$ cat src/rtl/conv_result_buf_if.sv
// Handshake bundle for conv_result_buf: partial-sum input stream, result stream and status.
// The block itself connects through the slave modport.
interface conv_result_buf_if #(
  parameter int IN_WIDTH  = 20,
  parameter int OUT_WIDTH = 16,
  parameter int DEPTH     = 4
);
  localparam int CNT_WIDTH = $clog2(DEPTH + 1);

  logic signed [IN_WIDTH-1:0]  in_data;
  logic                        in_valid;
  logic                        in_last;
  logic                        in_ready;
  logic                        relu_en;
  logic signed [OUT_WIDTH-1:0] out_data;
  logic                        out_valid;
  logic                        out_ready;
  logic [CNT_WIDTH-1:0]        count;
  logic                        sat_flag;

  modport master (
    output in_data, in_valid, in_last, relu_en, out_ready,
    input  in_ready, out_data, out_valid, count, sat_flag
  );

  modport slave (
    input  in_data, in_valid, in_last, relu_en, out_ready,
    output in_ready, out_data, out_valid, count, sat_flag
  );
endinterface

$ cat src/rtl/conv_result_buf.sv
// Accumulates signed partial sums per output pixel, applies optional ReLU and saturation,
// and queues the results in a small first-word-fall-through FIFO.
module conv_result_buf #(
  parameter int IN_WIDTH  = 20,
  parameter int ACC_WIDTH = 24,
  parameter int OUT_WIDTH = 16,
  parameter int DEPTH     = 4
) (
  input logic             clk,
  input logic             rst,
  conv_result_buf_if.slave bus
);
  localparam int PTR_WIDTH = (DEPTH > 1) ? $clog2(DEPTH) : 1;
  localparam int CNT_WIDTH = $clog2(DEPTH + 1);

  localparam logic signed [ACC_WIDTH-1:0] SAT_MAX =
    {{(ACC_WIDTH - OUT_WIDTH + 1){1'b0}}, {(OUT_WIDTH - 1){1'b1}}};
  localparam logic signed [ACC_WIDTH-1:0] SAT_MIN =
    {{(ACC_WIDTH - OUT_WIDTH + 1){1'b1}}, {(OUT_WIDTH - 1){1'b0}}};

  logic signed [ACC_WIDTH-1:0] acc_reg;
  logic [PTR_WIDTH-1:0]        wr_ptr_reg;
  logic [PTR_WIDTH-1:0]        rd_ptr_reg;
  logic [CNT_WIDTH-1:0]        count_reg;
  logic                        sat_flag_reg;
  logic [OUT_WIDTH-1:0]        mem [DEPTH];

  logic signed [IN_WIDTH-1:0]  in_data_s;
  logic signed [ACC_WIDTH-1:0] in_ext;
  logic signed [ACC_WIDTH-1:0] sum;
  logic signed [ACC_WIDTH-1:0] relu_val;
  logic [OUT_WIDTH-1:0]        result_next;
  logic                        clip_next;
  logic                        accept;
  logic                        push;
  logic                        pop;
  logic                        not_empty;

  assign in_data_s = bus.in_data;
  assign in_ext    = ACC_WIDTH'(in_data_s);
  assign sum       = acc_reg + in_ext;

  // Reset forces the idle output view even before the clearing edge has happened.
  assign not_empty    = (count_reg != '0);
  assign bus.in_ready = !rst || (count_reg < CNT_WIDTH'(DEPTH));
  assign bus.out_valid = rst && not_empty;
  assign bus.out_data  = bus.out_valid ? mem[rd_ptr_reg] : '0;
  assign bus.count     = count_reg;
  assign bus.sat_flag  = sat_flag_reg;

  assign accept = bus.in_valid && bus.in_ready;
  assign push   = accept && bus.in_last;
  assign pop    = bus.out_valid && bus.out_ready;

  // ReLU is applied before clipping, so a rectified value can only ever hit the upper bound.
  always_comb begin
    relu_val    = sum;
    result_next = sum[OUT_WIDTH-1:0];
    clip_next   = 1'b0;
    if (bus.relu_en && sum[ACC_WIDTH-1]) begin
      relu_val = '0;
    end
    if (relu_val > SAT_MAX) begin
      result_next = SAT_MAX[OUT_WIDTH-1:0];
      clip_next   = 1'b1;
    end else if (relu_val < SAT_MIN) begin
      result_next = SAT_MIN[OUT_WIDTH-1:0];
      clip_next   = 1'b1;
    end else begin
      result_next = relu_val[OUT_WIDTH-1:0];
    end
  end

  always_ff @(posedge clk) begin
    if (push) begin
      mem[wr_ptr_reg] <= result_next;
    end
  end

  always_ff @(posedge clk) begin
    if (!rst) begin
      acc_reg      <= '0;
      wr_ptr_reg   <= '0;
      rd_ptr_reg   <= '0;
      count_reg    <= '0;
      sat_flag_reg <= 1'b0;
    end else begin
      if (accept) begin
        acc_reg <= bus.in_last ? '0 : sum;
      end
      if (push) begin
        wr_ptr_reg <= wr_ptr_reg + 1'b1;
        if (clip_next) begin
          sat_flag_reg <= 1'b1;
        end
      end
      if (pop) begin
        rd_ptr_reg <= rd_ptr_reg + 1'b1;
      end
      // Push is blocked when full and pop when empty, so count stays within 0..DEPTH.
      if (push && !pop) begin
        count_reg <= count_reg + 1'b1;
      end else if (pop && !push) begin
        count_reg <= count_reg - 1'b1;
      end
    end
  end
endmodule

$ cat src/flat_wrapper.sv
// flat-port wrapper written by rule: the top's interface ports become plain ports
module conv_result_buf_flat 
#(
  parameter int IN_WIDTH  = 20,
  parameter int ACC_WIDTH = 24,
  parameter int OUT_WIDTH = 16,
  parameter int DEPTH     = 4
)
  (clk, rst, bus_in_data, bus_in_valid, bus_in_last, bus_relu_en, bus_out_ready, bus_in_ready, bus_out_data, bus_out_valid, bus_count, bus_sat_flag);
  conv_result_buf_if #(.IN_WIDTH(IN_WIDTH), .OUT_WIDTH(OUT_WIDTH), .DEPTH(DEPTH)) bus_i ();
  input logic clk;
  input logic rst;
  input wire logic [$bits(bus_i.in_data)-1:0] bus_in_data;
  input wire logic [$bits(bus_i.in_valid)-1:0] bus_in_valid;
  input wire logic [$bits(bus_i.in_last)-1:0] bus_in_last;
  input wire logic [$bits(bus_i.relu_en)-1:0] bus_relu_en;
  input wire logic [$bits(bus_i.out_ready)-1:0] bus_out_ready;
  output wire logic [$bits(bus_i.in_ready)-1:0] bus_in_ready;
  output wire logic [$bits(bus_i.out_data)-1:0] bus_out_data;
  output wire logic [$bits(bus_i.out_valid)-1:0] bus_out_valid;
  output wire logic [$bits(bus_i.count)-1:0] bus_count;
  output wire logic [$bits(bus_i.sat_flag)-1:0] bus_sat_flag;
  assign bus_i.in_data = bus_in_data;
  assign bus_i.in_valid = bus_in_valid;
  assign bus_i.in_last = bus_in_last;
  assign bus_i.relu_en = bus_relu_en;
  assign bus_i.out_ready = bus_out_ready;
  assign bus_in_ready = bus_i.in_ready;
  assign bus_out_data = bus_i.out_data;
  assign bus_out_valid = bus_i.out_valid;
  assign bus_count = bus_i.count;
  assign bus_sat_flag = bus_i.sat_flag;
  conv_result_buf #(.IN_WIDTH(IN_WIDTH), .ACC_WIDTH(ACC_WIDTH), .OUT_WIDTH(OUT_WIDTH), .DEPTH(DEPTH)) u_core (.clk(clk), .rst(rst), .bus(bus_i));
endmodule
$ cat config.mk
export PLATFORM = sky130hd
export DESIGN_NAME = conv_result_buf_flat
export DESIGN_NICKNAME = d
export VERILOG_FILES = /design/src/rtl/conv_result_buf_if.sv /design/src/rtl/conv_result_buf.sv /design/src/flat_wrapper.sv
export SDC_FILE = /design/constraint.sdc
export NUM_CORES = 1
export LEC_CHECK = 0
export BUFFER_PORTS_ARGS = -buffer_cell sky130_fd_sc_hd__buf_4
export CAP_MARGIN = 20
export CORE_MARGIN = 5
export CORE_UTILIZATION = 55
export CTS_CLUSTER_DIAMETER = 60
export DETAILED_ROUTE_END_ITERATION = 10
export PLACE_DENSITY = 0.74
export SYNTH_ARGS = -nofsm -noshare
export SYNTH_HDL_FRONTEND = slang
export SYNTH_SLANG_ARGS = --single-unit
export TNS_END_PERCENT = 20
$ cat constraint.sdc
create_clock -name clk -period 4.1 [get_ports clk]
set_input_delay 0.41 -clock clk [delete_from_list [all_inputs] [get_ports clk]]
set_output_delay 0.41 -clock clk [all_outputs]
set_load 0.05 [all_outputs]
==> impl_metrics.csv <==
group,metric,value,unit
clock_tree,htreeDepth,3,
global_route,grt_pass1_vias,3742,
detailed_routing,num_vias,3800,
clock_tree,cts_post_setup_buffers_inserted,0,
layout,drive_gt1_frac,0.201,
timing,rsz0062_at_grt,"false",
detailed_routing,wl_per_cell,17.5,um
synth,syn_nets,534,
layout,final_common_cell,"edfxtp_1",
floorplanning,start_util,0.562,
layout,num-nets-final,573,
synth,netlist_area,5500,sq um
timing,skew,0.00617,ns
floorplanning,placeableCoreArea,9770,sq um
place,gp_congestion,0.902,
place,post-dp-hpwl,8310,um
worst_hold_path,hold_path.class,"input pin to flip-flop",
floorplanning,die_y,110,um
detailed_routing,totalWireLength,11400,um
timing,hold_violations,0,
layout,antenna_cells,0,
worst_setup_path,crit_chain,"ha_1, fa_1, a211oi_2, o211ai_2, and4b_1, or4_1, a32oi_1, nand4b_1, o31ai_4, buf_4, o21ai_2",
floorplanning,pin_count,48,
detailed_routing,ant_nets,0,
detailed_routing,drt_iter0_markers,213,
worst_setup_path,critPathKind,"flip-flop to flip-flop",
clock_tree,tritoncts,"yes",
clock_tree,root_buffer,"clkbuf_8",
timing,final-setup-viol-count,0,
layout,nFillCells,802,
layout,layout_common_cells,"64 x edfxtp_1, 50 x buf_4, 34 x dfxtp_1",
timing,min_period,3.50,ns
worst_setup_path,slowest_delay,0.44,ns
worst_hold_path,whs_path_depth,2,
layout,multiInputGateArea,2710,sq um
worst_setup_path,crit_buf_inv,1,
timing,slew_violations,0,
place,io_buffers,47,
global_route,grt_max_degree,37,
clock_tree,clk_latency,0.36,ns
place,place_area,5920,sq um
timing,period_share,0.853,
pwr,vdd_ir_drop_max,0.170,mV
worst_setup_path,cp.required,4.20,ns
worst_setup_path,crit_family,"compound AO/OA/AOI/OAI gates",
worst_setup_path,worst_setup_path_end_kind,"flip-flop",
timing,max_slew_margin,0.433,
timing,fmax,286,MHz
global_route,track_usage,0.200,
floorplanning,die_w,110,um
worst_setup_path,arrival,3.60,ns
clock_tree,postCtsHoldBufs,0,
run_status,status,"finished, final reports clean",
floorplanning,design.die.area,12100,sq um
synth,ys_seq_area_frac,0.474,
synth,synthFlopType,"edfxtp_1",
layout,seq_area,2600,sq um
synth,ys_types,68,
synth,syn_inst,478,
synth,synth_edf_count,64,
worst_setup_path,reg2reg_depth,11,
clock_tree,numCtsBuffers,9,
clock_tree,post_cts_resized,0,
layout,areaGrowthSynthToFinish,11.2,%
timing,fin_setup_tns,0,ns
pwr,power_density,422,nW/um^2
pwr,power_leakage,2.25,nW
global_route,grt-ovfl-total,0,
worst_setup_path,crit_cells,11,
synth,ys_warn_count,0,
detailed_routing,drc_errors,0,
floorplanning,rows,36,
clock_tree,clockBufferDepth,2,
synth,async_flop_share,0,
timing,tightest_slew,0.851,ns
clock_tree,clock_sinks,98,
worst_setup_path,cp_max_fo,9,
global_route,antenna_found_initial,0,
flow_run,drv_cap,0,
synth,synth_area_per_cell,11.5,sq um
global_route,grt_pass1_wl,18400,um
layout,fin_area,6110,sq um
synth,synth_seq_cells,98,
clock_tree,clk_pin_slew,0.09,ns
layout,largest_register_ffs,64,
detailed_routing,dr.pass1.iters,4,
worst_setup_path,worst_setup_path_start_kind,"flip-flop",
detailed_routing,vias_per_cell,5.80,
worst_setup_path,cp_slowest_cell,"fa_1",
routing by layer:
layer  part of all wire  vias up  GRT usage
met4              0.014        0     0.0623
met1               0.44     1821      0.250
met3              0.034       12     0.0288
met5                  0        -          0
li1                   -     1886          -
met2               0.52       81      0.357
cells in the mapped netlist (2+ instances only):
| cell type | n | area share |
|---|---|---|
| dfxtp_1 | 34 | 0.12 |
| a211oi_1 | 3 | 0.0041 |
| o21ai_2 | 8 | 0.013 |
| buf_2 | 2 | 0.0018 |
| nand3_1 | 9 | 0.0082 |
| nor2b_1 | 16 | 0.018 |
| a32oi_1 | 2 | 0.0032 |
| o2111ai_1 | 2 | 0.0032 |
| ha_1 | 28 | 0.064 |
| or3_1 | 2 | 0.0023 |
| o22ai_1 | 2 | 0.0023 |
| mux4_2 | 16 | 0.066 |
| a21oi_1 | 24 | 0.022 |
| xor2_1 | 10 | 0.016 |
| xnor2_1 | 15 | 0.024 |
| buf_1 | 2 | 0.0014 |
| o21ai_1 | 8 | 0.0073 |
| a21o_1 | 9 | 0.012 |
| inv_1 | 17 | 0.012 |
| nor3_1 | 19 | 0.017 |
| o31ai_1 | 3 | 0.0041 |
| a21boi_0 | 3 | 0.0041 |
| and4_1 | 2 | 0.0032 |
| and2_1 | 31 | 0.035 |
| o21ai_0 | 17 | 0.015 |
| o211ai_1 | 6 | 0.0082 |
| and3_1 | 7 | 0.0080 |
| buf_6 | 3 | 0.0061 |
| a211oi_2 | 3 | 0.0068 |
| o21a_1 | 13 | 0.018 |
| o31a_1 | 5 | 0.0080 |
| edfxtp_1 | 64 | 0.35 |
| nand4_1 | 2 | 0.0023 |
| clkbuf_1 | 15 | 0.010 |
| a22oi_1 | 4 | 0.0055 |
| nor2_1 | 12 | 0.0082 |
| nand2_1 | 27 | 0.018 |
| nand2b_1 | 2 | 0.0023 |
| fa_1 | 2 | 0.0073 |
logic make-up after synthesis:
logic type	after synthesis	synth area share
and+or+nand+nor	138	0.139
AOI/OAI and AO/OA	129	0.175
DFF	98	0.474
buffers and inverters	40	0.0326
adders and majority gates	30	0.0710
xor gates and xnor gates	25	0.0398
muxes	18	0.0694
final timing paths:
| kind | startpoint | endpoint | slack (ns) |
|---|---|---|---|
| setup / recovery | u_core.acc_reg[0] | u_core.mem[3][14] | 0.60 |
| hold / removal | rst | u_core.acc_reg[5] | 0.46 |
| setup reg to reg | u_core.acc_reg[0] | u_core.mem[3][14] | 0.60 |
| hold reg to reg | u_core.acc_reg[15] | u_core.acc_reg[15] | 0.47 |
metrics by stage:
step / worst slack (ns) / power, mW / std cells / hold slack [ns] / utilization
after floorplan: 0.902 / 1.82 / 478 / 0.445 / -
after global placement: 0.447 / 2.02 / 638 / 0.456 / 0.606
after detailed placement: 0.359 / 2.04 / 638 / 0.465 / 0.606
after CTS: 0.587 / 2.59 / 654 / 0.446 / 0.623
after global routing: 0.410 / 2.70 / 655 / 0.475 / 0.625
final: 0.604 / 2.58 / 655 / 0.455 / 0.625
cell type report:
| cell class | count | area share |
|---|---|---|
| Inverter | 17 | 0.0104 |
| Clock buffer | 12 | 0.0221 |
| Sequential cell | 98 | 0.426 |
| Multi-Input combinational cell | 340 | 0.444 |
| Tap cell | 133 | 0.0272 |
| Timing Repair Buffer | 51 | 0.0659 |
| Clock inverter | 4 | 0.00450 |
power by group:
| group | internal (mW) | switching (mW) |
|---|---|---|
| logic | 0.317 | 0.539 |
| registers | 1.13 | 0.0347 |
| clock network | 0.224 | 0.333 |
Power figures use the tool's default switching activity.
